File: config.mk
export PLATFORM = sky130hd
export DESIGN_NAME = dcache_core_tag_ctrl_flat
export DESIGN_NICKNAME = d
export VERILOG_FILES = /design/src/rtl/dcache_core_tag_ctrl_if.sv /design/src/rtl/dcache_core_tag_ctrl.sv /design/src/flat_wrapper.sv
export SDC_FILE = /design/constraint.sdc
export NUM_CORES = 1
export LEC_CHECK = 0
export BUFFER_PORTS_ARGS = -buffer_cell sky130_fd_sc_hd__buf_2
export CAP_MARGIN = 20
export CORE_MARGIN = 8
export CORE_UTILIZATION = 50
export DETAILED_ROUTE_END_ITERATION = 8
export GPL_ROUTABILITY_DRIVEN = 0
export PLACE_DENSITY = 0.86
export SYNTH_ARGS = -nofsm -noshare
export SYNTH_HDL_FRONTEND = slang
export SYNTH_SLANG_ARGS = --single-unit
File: constraint.sdc
create_clock -name clk_i -period 3.5 [get_ports clk_i]
set_clock_uncertainty 0.05 [all_clocks]
set_input_delay 0.35 -clock clk_i [delete_from_list [all_inputs] [get_ports clk_i]]
set_output_delay 0.35 -clock clk_i [all_outputs]
set_load 0.01 [all_outputs]
File: src/rtl/dcache_core_tag_ctrl_if.sv
// Request/response and tag-RAM signal bundle for the dcache tag controller.
// The slave side is the controller; the master side is pipeline, refill and RAM.
interface dcache_core_tag_ctrl_if #(
    parameter int TAG_W = 19,
    parameter int IDX_W = 8
);
    logic             lookup_valid_i;
    logic [IDX_W-1:0] lookup_idx_i;
    logic [TAG_W-1:0] lookup_tag_i;
    logic             lookup_ready_o;
    logic             resp_valid_o;
    logic             resp_hit_o;
    logic             resp_dirty_o;
    logic [TAG_W-1:0] resp_tag_o;
    logic             fill_req_i;
    logic [IDX_W-1:0] fill_idx_i;
    logic [TAG_W-1:0] fill_tag_i;
    logic             fill_dirty_i;
    logic             fill_ack_o;
    logic             inval_req_i;
    logic [IDX_W-1:0] inval_idx_i;
    logic             inval_ack_o;
    logic             flush_req_i;
    logic             flush_ack_o;
    logic             busy_o;
    logic [IDX_W-1:0] tag_rd_addr_o;
    logic [TAG_W+1:0] tag_rd_data_i;
    logic [IDX_W-1:0] tag_wr_addr_o;
    logic [TAG_W+1:0] tag_wr_data_o;
    logic             tag_wr_o;

    modport master (
        output lookup_valid_i, lookup_idx_i, lookup_tag_i,
        output fill_req_i, fill_idx_i, fill_tag_i, fill_dirty_i,
        output inval_req_i, inval_idx_i, flush_req_i, tag_rd_data_i,
        input  lookup_ready_o, resp_valid_o, resp_hit_o, resp_dirty_o,
        input  resp_tag_o, fill_ack_o, inval_ack_o, flush_ack_o, busy_o,
        input  tag_rd_addr_o, tag_wr_addr_o, tag_wr_data_o, tag_wr_o
    );

    modport slave (
        input  lookup_valid_i, lookup_idx_i, lookup_tag_i,
        input  fill_req_i, fill_idx_i, fill_tag_i, fill_dirty_i,
        input  inval_req_i, inval_idx_i, flush_req_i, tag_rd_data_i,
        output lookup_ready_o, resp_valid_o, resp_hit_o, resp_dirty_o,
        output resp_tag_o, fill_ack_o, inval_ack_o, flush_ack_o, busy_o,
        output tag_rd_addr_o, tag_wr_addr_o, tag_wr_data_o, tag_wr_o
    );
endinterface

File: src/rtl/dcache_core_tag_ctrl.sv
// Dcache tag RAM controller: invalidation sweeps, fill/inval write
// arbitration and single-cycle lookups with read-during-write forwarding.
module dcache_core_tag_ctrl #(
    parameter int TAG_W = 19,
    parameter int IDX_W = 8
) (
    input logic                   clk_i,
    input logic                   rst_i,
    dcache_core_tag_ctrl_if.slave bus
);
    localparam int W = TAG_W + 2;

    typedef enum logic [1:0] {S_RESET, S_SWEEP, S_IDLE} state_t;

    state_t           state;
    state_t           state_nxt;
    logic [IDX_W-1:0] cnt;
    logic             sweep_flush;
    logic             cnt_last;

    logic             wr;
    logic [IDX_W-1:0] wr_addr;
    logic [W-1:0]     wr_data;
    logic             fill_ack;
    logic             inval_ack;
    logic             flush_ack;
    logic             ready;
    logic             busy;
    logic             accept;

    logic             resp_vld;
    logic [TAG_W-1:0] cmp_tag;
    logic             fwd_hit;
    logic [W-1:0]     fwd_word;
    logic [W-1:0]     word;

    assign cnt_last = (cnt == '1);
    assign accept   = bus.lookup_valid_i & ready;

    always_ff @(posedge clk_i) begin
        if (rst_i) state <= S_RESET;
        else       state <= state_nxt;
    end

    always_comb begin
        state_nxt = state;
        unique case (state)
            S_RESET: state_nxt = S_SWEEP;
            S_SWEEP: if (cnt_last) state_nxt = S_IDLE;
            S_IDLE:  if (bus.flush_req_i) state_nxt = S_SWEEP;
            default: state_nxt = S_RESET;
        endcase
    end

    // Sweep owns the write port; fill beats inval otherwise.
    always_comb begin
        wr        = 1'b0;
        wr_addr   = '0;
        wr_data   = '0;
        fill_ack  = 1'b0;
        inval_ack = 1'b0;
        flush_ack = 1'b0;
        ready     = 1'b0;
        busy      = 1'b1;
        unique case (state)
            S_SWEEP: begin
                wr        = 1'b1;
                wr_addr   = cnt;
                flush_ack = cnt_last & sweep_flush;
            end
            S_IDLE: begin
                busy  = 1'b0;
                ready = ~bus.flush_req_i;
                if (bus.fill_req_i) begin
                    wr       = 1'b1;
                    wr_addr  = bus.fill_idx_i;
                    wr_data  = {1'b1, bus.fill_dirty_i, bus.fill_tag_i};
                    fill_ack = 1'b1;
                end else if (bus.inval_req_i) begin
                    wr        = 1'b1;
                    wr_addr   = bus.inval_idx_i;
                    inval_ack = 1'b1;
                end
            end
            default: ;
        endcase
    end

    always_ff @(posedge clk_i) begin
        if (rst_i) begin
            cnt         <= '0;
            sweep_flush <= 1'b0;
        end else if (state == S_SWEEP) begin
            cnt <= cnt + 1'b1;
        end else if (state == S_IDLE && bus.flush_req_i) begin
            cnt         <= '0;
            sweep_flush <= 1'b1;
        end else if (state == S_RESET) begin
            cnt         <= '0;
            sweep_flush <= 1'b0;
        end
    end

    // The RAM returns stale data on a same-address write; keep the new word.
    always_ff @(posedge clk_i) begin
        if (rst_i) begin
            resp_vld <= 1'b0;
            cmp_tag  <= '0;
            fwd_hit  <= 1'b0;
            fwd_word <= '0;
        end else begin
            resp_vld <= accept;
            if (accept) begin
                cmp_tag  <= bus.lookup_tag_i;
                fwd_hit  <= wr && (wr_addr == bus.lookup_idx_i);
                fwd_word <= wr_data;
            end
        end
    end

    assign word = fwd_hit ? fwd_word : bus.tag_rd_data_i;

    assign bus.resp_valid_o   = resp_vld;
    assign bus.resp_hit_o     = resp_vld & word[W-1]
                                & (word[TAG_W-1:0] == cmp_tag);
    assign bus.resp_dirty_o   = resp_vld & word[TAG_W];
    assign bus.resp_tag_o     = resp_vld ? word[TAG_W-1:0] : '0;
    assign bus.lookup_ready_o = ready;
    assign bus.fill_ack_o     = fill_ack;
    assign bus.inval_ack_o    = inval_ack;
    assign bus.flush_ack_o    = flush_ack;
    assign bus.busy_o         = busy;
    assign bus.tag_rd_addr_o  = bus.lookup_idx_i;
    assign bus.tag_wr_addr_o  = wr_addr;
    assign bus.tag_wr_data_o  = wr_data;
    assign bus.tag_wr_o       = wr;
endmodule

File: src/flat_wrapper.sv
// flat-port wrapper written by rule: the top's interface ports become plain ports
module dcache_core_tag_ctrl_flat 
#(
    parameter int TAG_W = 19,
    parameter int IDX_W = 8
)
  (clk_i, rst_i, bus_lookup_valid_i, bus_lookup_idx_i, bus_lookup_tag_i, bus_fill_req_i, bus_fill_idx_i, bus_fill_tag_i, bus_fill_dirty_i, bus_inval_req_i, bus_inval_idx_i, bus_flush_req_i, bus_tag_rd_data_i, bus_lookup_ready_o, bus_resp_valid_o, bus_resp_hit_o, bus_resp_dirty_o, bus_resp_tag_o, bus_fill_ack_o, bus_inval_ack_o, bus_flush_ack_o, bus_busy_o, bus_tag_rd_addr_o, bus_tag_wr_addr_o, bus_tag_wr_data_o, bus_tag_wr_o);
  dcache_core_tag_ctrl_if #(.TAG_W(TAG_W), .IDX_W(IDX_W)) bus_i ();
  input logic clk_i;
  input logic rst_i;
  input wire logic [$bits(bus_i.lookup_valid_i)-1:0] bus_lookup_valid_i;
  input wire logic [$bits(bus_i.lookup_idx_i)-1:0] bus_lookup_idx_i;
  input wire logic [$bits(bus_i.lookup_tag_i)-1:0] bus_lookup_tag_i;
  input wire logic [$bits(bus_i.fill_req_i)-1:0] bus_fill_req_i;
  input wire logic [$bits(bus_i.fill_idx_i)-1:0] bus_fill_idx_i;
  input wire logic [$bits(bus_i.fill_tag_i)-1:0] bus_fill_tag_i;
  input wire logic [$bits(bus_i.fill_dirty_i)-1:0] bus_fill_dirty_i;
  input wire logic [$bits(bus_i.inval_req_i)-1:0] bus_inval_req_i;
  input wire logic [$bits(bus_i.inval_idx_i)-1:0] bus_inval_idx_i;
  input wire logic [$bits(bus_i.flush_req_i)-1:0] bus_flush_req_i;
  input wire logic [$bits(bus_i.tag_rd_data_i)-1:0] bus_tag_rd_data_i;
  output wire logic [$bits(bus_i.lookup_ready_o)-1:0] bus_lookup_ready_o;
  output wire logic [$bits(bus_i.resp_valid_o)-1:0] bus_resp_valid_o;
  output wire logic [$bits(bus_i.resp_hit_o)-1:0] bus_resp_hit_o;
  output wire logic [$bits(bus_i.resp_dirty_o)-1:0] bus_resp_dirty_o;
  output wire logic [$bits(bus_i.resp_tag_o)-1:0] bus_resp_tag_o;
  output wire logic [$bits(bus_i.fill_ack_o)-1:0] bus_fill_ack_o;
  output wire logic [$bits(bus_i.inval_ack_o)-1:0] bus_inval_ack_o;
  output wire logic [$bits(bus_i.flush_ack_o)-1:0] bus_flush_ack_o;
  output wire logic [$bits(bus_i.busy_o)-1:0] bus_busy_o;
  output wire logic [$bits(bus_i.tag_rd_addr_o)-1:0] bus_tag_rd_addr_o;
  output wire logic [$bits(bus_i.tag_wr_addr_o)-1:0] bus_tag_wr_addr_o;
  output wire logic [$bits(bus_i.tag_wr_data_o)-1:0] bus_tag_wr_data_o;
  output wire logic [$bits(bus_i.tag_wr_o)-1:0] bus_tag_wr_o;
  assign bus_i.lookup_valid_i = bus_lookup_valid_i;
  assign bus_i.lookup_idx_i = bus_lookup_idx_i;
  assign bus_i.lookup_tag_i = bus_lookup_tag_i;
  assign bus_i.fill_req_i = bus_fill_req_i;
  assign bus_i.fill_idx_i = bus_fill_idx_i;
  assign bus_i.fill_tag_i = bus_fill_tag_i;
  assign bus_i.fill_dirty_i = bus_fill_dirty_i;
  assign bus_i.inval_req_i = bus_inval_req_i;
  assign bus_i.inval_idx_i = bus_inval_idx_i;
  assign bus_i.flush_req_i = bus_flush_req_i;
  assign bus_i.tag_rd_data_i = bus_tag_rd_data_i;
  assign bus_lookup_ready_o = bus_i.lookup_ready_o;
  assign bus_resp_valid_o = bus_i.resp_valid_o;
  assign bus_resp_hit_o = bus_i.resp_hit_o;
  assign bus_resp_dirty_o = bus_i.resp_dirty_o;
  assign bus_resp_tag_o = bus_i.resp_tag_o;
  assign bus_fill_ack_o = bus_i.fill_ack_o;
  assign bus_inval_ack_o = bus_i.inval_ack_o;
  assign bus_flush_ack_o = bus_i.flush_ack_o;
  assign bus_busy_o = bus_i.busy_o;
  assign bus_tag_rd_addr_o = bus_i.tag_rd_addr_o;
  assign bus_tag_wr_addr_o = bus_i.tag_wr_addr_o;
  assign bus_tag_wr_data_o = bus_i.tag_wr_data_o;
  assign bus_tag_wr_o = bus_i.tag_wr_o;
  dcache_core_tag_ctrl #(.TAG_W(TAG_W), .IDX_W(IDX_W)) u_core (.clk_i(clk_i), .rst_i(rst_i), .bus(bus_i));
endmodule
# == Yosys cells after proc, flatten, opt, wreduce, memory -nomap -nowiden ==
# Cells that the tools add are included.
# totals
reg_bits,53
latchBits,0
ram_bits,0
mem_bits_ro,0
inputBits,90
out_inout_bits,65
wordCells,54
memories,0
# op_classes
add_sub_neg,1
mul,0
div_mod_pow,0
magnitude_cmp,0
eq_ne,7
shifts,0
muxes,25
bitwise,7
n_reduce_logical,7
# op_table
cell,n
21-bit two-way mux,3
8-bit two-way mux,5
19-bit == test,1
19-bit two-way mux,1
8-bit case mux with 2 select lines,1
1-bit two-way mux,11
"8-bit by 1-bit adder with 8-bit output, second input constant",1
8-bit == test,1
"8-bit == test, second input constant",1
2-bit case mux with 3 select lines,1
1-bit AND,5
2-bit two-way mux,2
2-bit AND reduction,2
3-bit nonzero test,1
"2-bit by 1-bit == test with 1-bit output, second input constant",1
"2-bit == test, second input constant",1
1-bit logical AND,2
2-bit zero test,1
"2-bit by 1-bit != test with 1-bit output, second input constant",1
"2-bit != test, second input constant",1
1-bit NOT,2
1-bit case mux with 2 select lines,1
2-bit nonzero test,1

# == Depth between registers and ports, before layout ==
# logic_depth
word_depth,5
depth_mapped,8
depth_no_buf,7

# == Least setup slack after synthesis ==
# Ideal clock, no wire load.
# synth_path
path_type,register to output
start,reg u_core.fwd_hit
end,out bus_resp_hit_o
arrival_ns,1.792
t_required_ns,3.100
slack_ns,1.308
stages_incl_launch_ff,8
n_path_buf,2
cell_sequence,dfxtp_1 -> buf_6 -> buf_12 -> mux2i_1 -> xor2_1 -> nand4_1 -> or4_1 -> nor4_2
# synth_via
elab_chain_len,3
elab_cells_between_ends,4
cone_classes,1 x eq/ne; 1 x mux; 2 x bitwise
# synth_rtl
element,line_no,rtl
start: declaration,dcache_core_tag_ctrl.sv:33,logic fwd_hit;
start signal: assignment,dcache_core_tag_ctrl.sv:115,fwd_hit <= wr && (wr_addr == bus.lookup_idx_i);
21-bit two-way mux *,dcache_core_tag_ctrl.sv:121,assign word = fwd_hit ? fwd_word : bus.tag_rd_data_i;
19-bit == test / 1-bit AND (equally long branches),"dcache_core_tag_ctrl.sv:125, dcache_core_tag_ctrl.sv:124",
1-bit AND *,dcache_core_tag_ctrl.sv:125,& (word[TAG_W-1:0] == cmp_tag);
end: declaration,flat_wrapper.sv:24,output wire logic [$bits(bus_i.resp_hit_o)-1:0] bus_resp_hit_o;
# Every way passes the cells marked *; elsewhere a longest branch is shown, timed or not.

# == Worst setup path in the final report ==
# Ends and elaborated chain as after synthesis.

==> results.md <==
* Status: complete, no violations
* Drt pass-1 iters at 4
* Slew @ Worst Pin at between 600 and 700 ps
* Sw Share at 35.3%
* Switch Pwr at 528 µW
* Number of synthesized register bits at 53
* CP Cell Sequence: mux2i_1 -> xor2_1 -> nand3_1 -> or4_1 -> nor4_2 -> buf_2
* CP max-delay cell: dfxtp_1
* Area leader, netlist: dfxtp_1
* DP Area at 0.00384 mm²
* Chip width at 95.3 µm
* Top-area cell type share of the netlist area at 33.7%
* Critical R2R Launch: u_core.state[0]$_SDFFE_PP0P_
* DP Worst Slack at 790 ps
* Routed vias/inst at 5.41
* FMAX at 326 MHz
* CTS max path bufs at 2
* Clk sinks at 53
* TNS Setup at 0 ps
* Hold-fix buffers at CTS at 0
* Final slew viol count at 0
* CTS buffer count at 5
* Max-Slew Margin vs Limit at between 50% and 60%
* Post-CTS Repair Setup Buffers at 0
* Placeable Area at a little over 0.006 mm²
* Comb power frac at 33.5%
* CP required at 3100 ps
* Reg-to-Reg End: u_core.cmp_tag[3]$_SDFFE_PP0P_
* Worst hold stages at 3
* Reg2reg path depth at 7
* Final Hold Fails at 0
* Slowest stage delay, CP at 680 ps
* Min Tclk post-route at 3060 ps
* Crit-path max FO at 11
* Cell Rows at 29
* Peak supply drop at 0.000250 V
* Sequential area share after synthesis at 33.7%
* Largest cells by area after synthesis: dfxtp_1 34%, nand2_1 10%, a21oi_1 7.6%, xor2_1 7.5%, mux2i_1 6.7%
* Final WS setup at approximately 440 ps
* HP Class: in2reg
* Hold Crit Endpoint: u_core.cmp_tag[1]$_SDFFE_PP0P_
* H-tree level count at 2
* PD cells at 380 mW/mm²
* Post-DRT Antenna Nets at 0
* Post-synthesis instance total at roughly 400
* Clk_lat worst skew at 300 ps
* Syn_area_per_cell at 7.94 µm²
* Final Cell Area at between 0.003 and 0.004 mm²
* R2r setup slk at 1030 ps
* Most frequent cells in the layout: 154 x buf_2, 86 x nand2_1, 53 x dfxtp_1, 48 x a21oi_1, 27 x xor2_1
* Vias at 3258
* CP top delay family: simple AND/OR/NAND/NOR gates
* Nets at 621
* Die area at 0.00908 mm²
* Detailed placement HPWL at slightly below 8000 µm
* DR iter-0 viols at 190
* Most common cell after layout, fill and taps aside: buf_2
* CTS resizes at 0
* Routed wire length at 9710 µm
* Clock share of power at between 20% and 30%
* Synth warn at 0
* Gr ovfl total at 0
* Layout cells sized above 1 at 33.0%
* TritonCTS clock tree: built
* Setup violations, final at 0
* Antenna diodes at 0
* RSZ-0062 raised after global routing: no
* First-pass GRT wire length at 14800 µm
* DRC viols at 0
* Period utilization at roughly 88%
* CTS Root Cell: clkbuf_8
* GRT Total Usage at between 20% and 30%
* Total of max-cap violations at 0
* Setup CP Type: reg2out
* Internal at 968 µW
* Post-synthesis cell area at 0.00314 mm²
* Vert. Die Dim at 95.3 µm
* Syn nets at 493
* Initial core utilization at between 50% and 60%
* Leak at 1.85 nW
* Critical Path Start Type: flip-flop
* Filler cells at between 500 and 600
* Initial antenna violation count at 0
* Clock Pin Slew Worst Setup and Hold Paths at ~100 ps
* CP bufs+invs at 1
* Port Buf Inserts at 154
* Synth cell types at 43
* HP Start: bus_lookup_tag_i[1]
* Largest net degree at the start of global routing at 42
* Area Growth Syn to Fin at 25.1%
* Io pins at about 160
* Post-DR wirelength/cell at 16.1 µm
* Vias in the first global route at 3149
* Setup crit end kind: output port
* Crit path arrival time at 2660 ps
* Sequential Power Share at 43.9%
## flip-flops by register name, indices dropped and copies added, names as in the netlist
signal	count
u_core.fwd_hit	1
u_core.cmp_tag	19
u_core.cnt	8
u_core.sweep_flush	1
u_core.bus.resp_valid_o	1
u_core.state	2
u_core.fwd_word	21
## metrics by stage
| stage | total power [mW] | utilization [%] | hold WS, ps | cells |
|---|---|---|---|---|
| 4_1_cts | 1.50 | 63.4 | 218 | 602 |
| 2_1_floorplan | 0.998 | - | 383 | 396 |
| 5_1_grt | 1.58 | 63.4 | 217 | 602 |
| 3_3_place_gp | 1.15 | 62.0 | 391 | 594 |
| 3_5_place_dp | 1.17 | 62.0 | 399 | 594 |
| 6_report | 1.50 | 63.4 | 225 | 602 |
## per-layer routing
layer	global-route usage, %	up-vias	wire (µm)
met1	23.7	1506	3970
li1	-	1597	-
met2	36.5	140	4670
met3	4.80	15	932
met4	5.20	0	133
met5	0	-	0
## how the worst max path moves through the flow
stage                                startpoint             end  slack (ps)  cells past startpoint
finish              u_core.fwd_hit$_SDFFE_PP0P_  bus_resp_hit_o         440                      6
global route        u_core.fwd_hit$_SDFFE_PP0P_  bus_resp_hit_o         360                      6
CTS                 u_core.fwd_hit$_SDFFE_PP0P_  bus_resp_hit_o         440                      6
detailed placement  u_core.fwd_hit$_SDFFE_PP0P_  bus_resp_hit_o         790                      6
global placement    u_core.fwd_hit$_SDFFE_PP0P_  bus_resp_hit_o         910                      6
floorplan           u_core.fwd_hit$_SDFFE_PP0P_  bus_resp_hit_o        1310                      7
## kinds of logic after synthesis
group / count (synthesis) / share of synthesized area (%)
simple gates: 171 / 27.2
compound gates: 69 / 13.4
flops: 53 / 33.7
buf+inv: 43 / 7.08
xor+xnor: 30 / 8.36
mux: 23 / 7.48
fa+ha+maj: 7 / 2.79
## cell usage after synthesis, drive strengths merged
cell type	instances
and4b	2
nor2b	18
or4	1
nand4b	1
xnor2	3
xor2	27
nand4	7
nand2b	1
nor3	6
o211ai	2
a32oi	1
nand2	86
or3	3
a21oi	48
or2	3
and2b	4
ha	7
and3	21
o21ai	2
a31o	1
mux2i	22
o31ai	1
dfxtp	53
nand3b	1
a22o	6
nor4	2
nor3b	1
a32o	7
and2	3
mux2	1
clkbuf	22
nor2	6
inv	5
and3b	1
nand3	4
buf	16
a21boi	1
## cell type report
cell class              instances  area (µm²)  area share [%]
repair buffers                159         808            20.6
clock inverters                 2        15.0           0.382
clock buffers                   6        72.6            1.85
well taps                      77        96.3            2.45
multi-input cells             300        1860            47.3
inverters                       5        18.8           0.477
flip-flops and latches         53        1060            27.0
## worst reg2reg max path: cells and delay by family (launching register included)
family | cells | cell delay, ps
buf+inv | 2 | 520
simple gates | 3 | 930
compound gates | 1 | 150
fa+ha+maj | 1 | 390
flops | 1 | 370
## power groups by stage
stage	registers (mW)	logic (mW)	clock network, mW
6_report	0.656	0.500	0.339
5_1_grt	0.658	0.548	0.377
4_1_cts	0.656	0.499	0.349
3_5_place_dp	0.670	0.497	0
3_3_place_gp	0.667	0.485	0
2_1_floorplan	0.661	0.337	0
(Power assumes the default switching activity.)
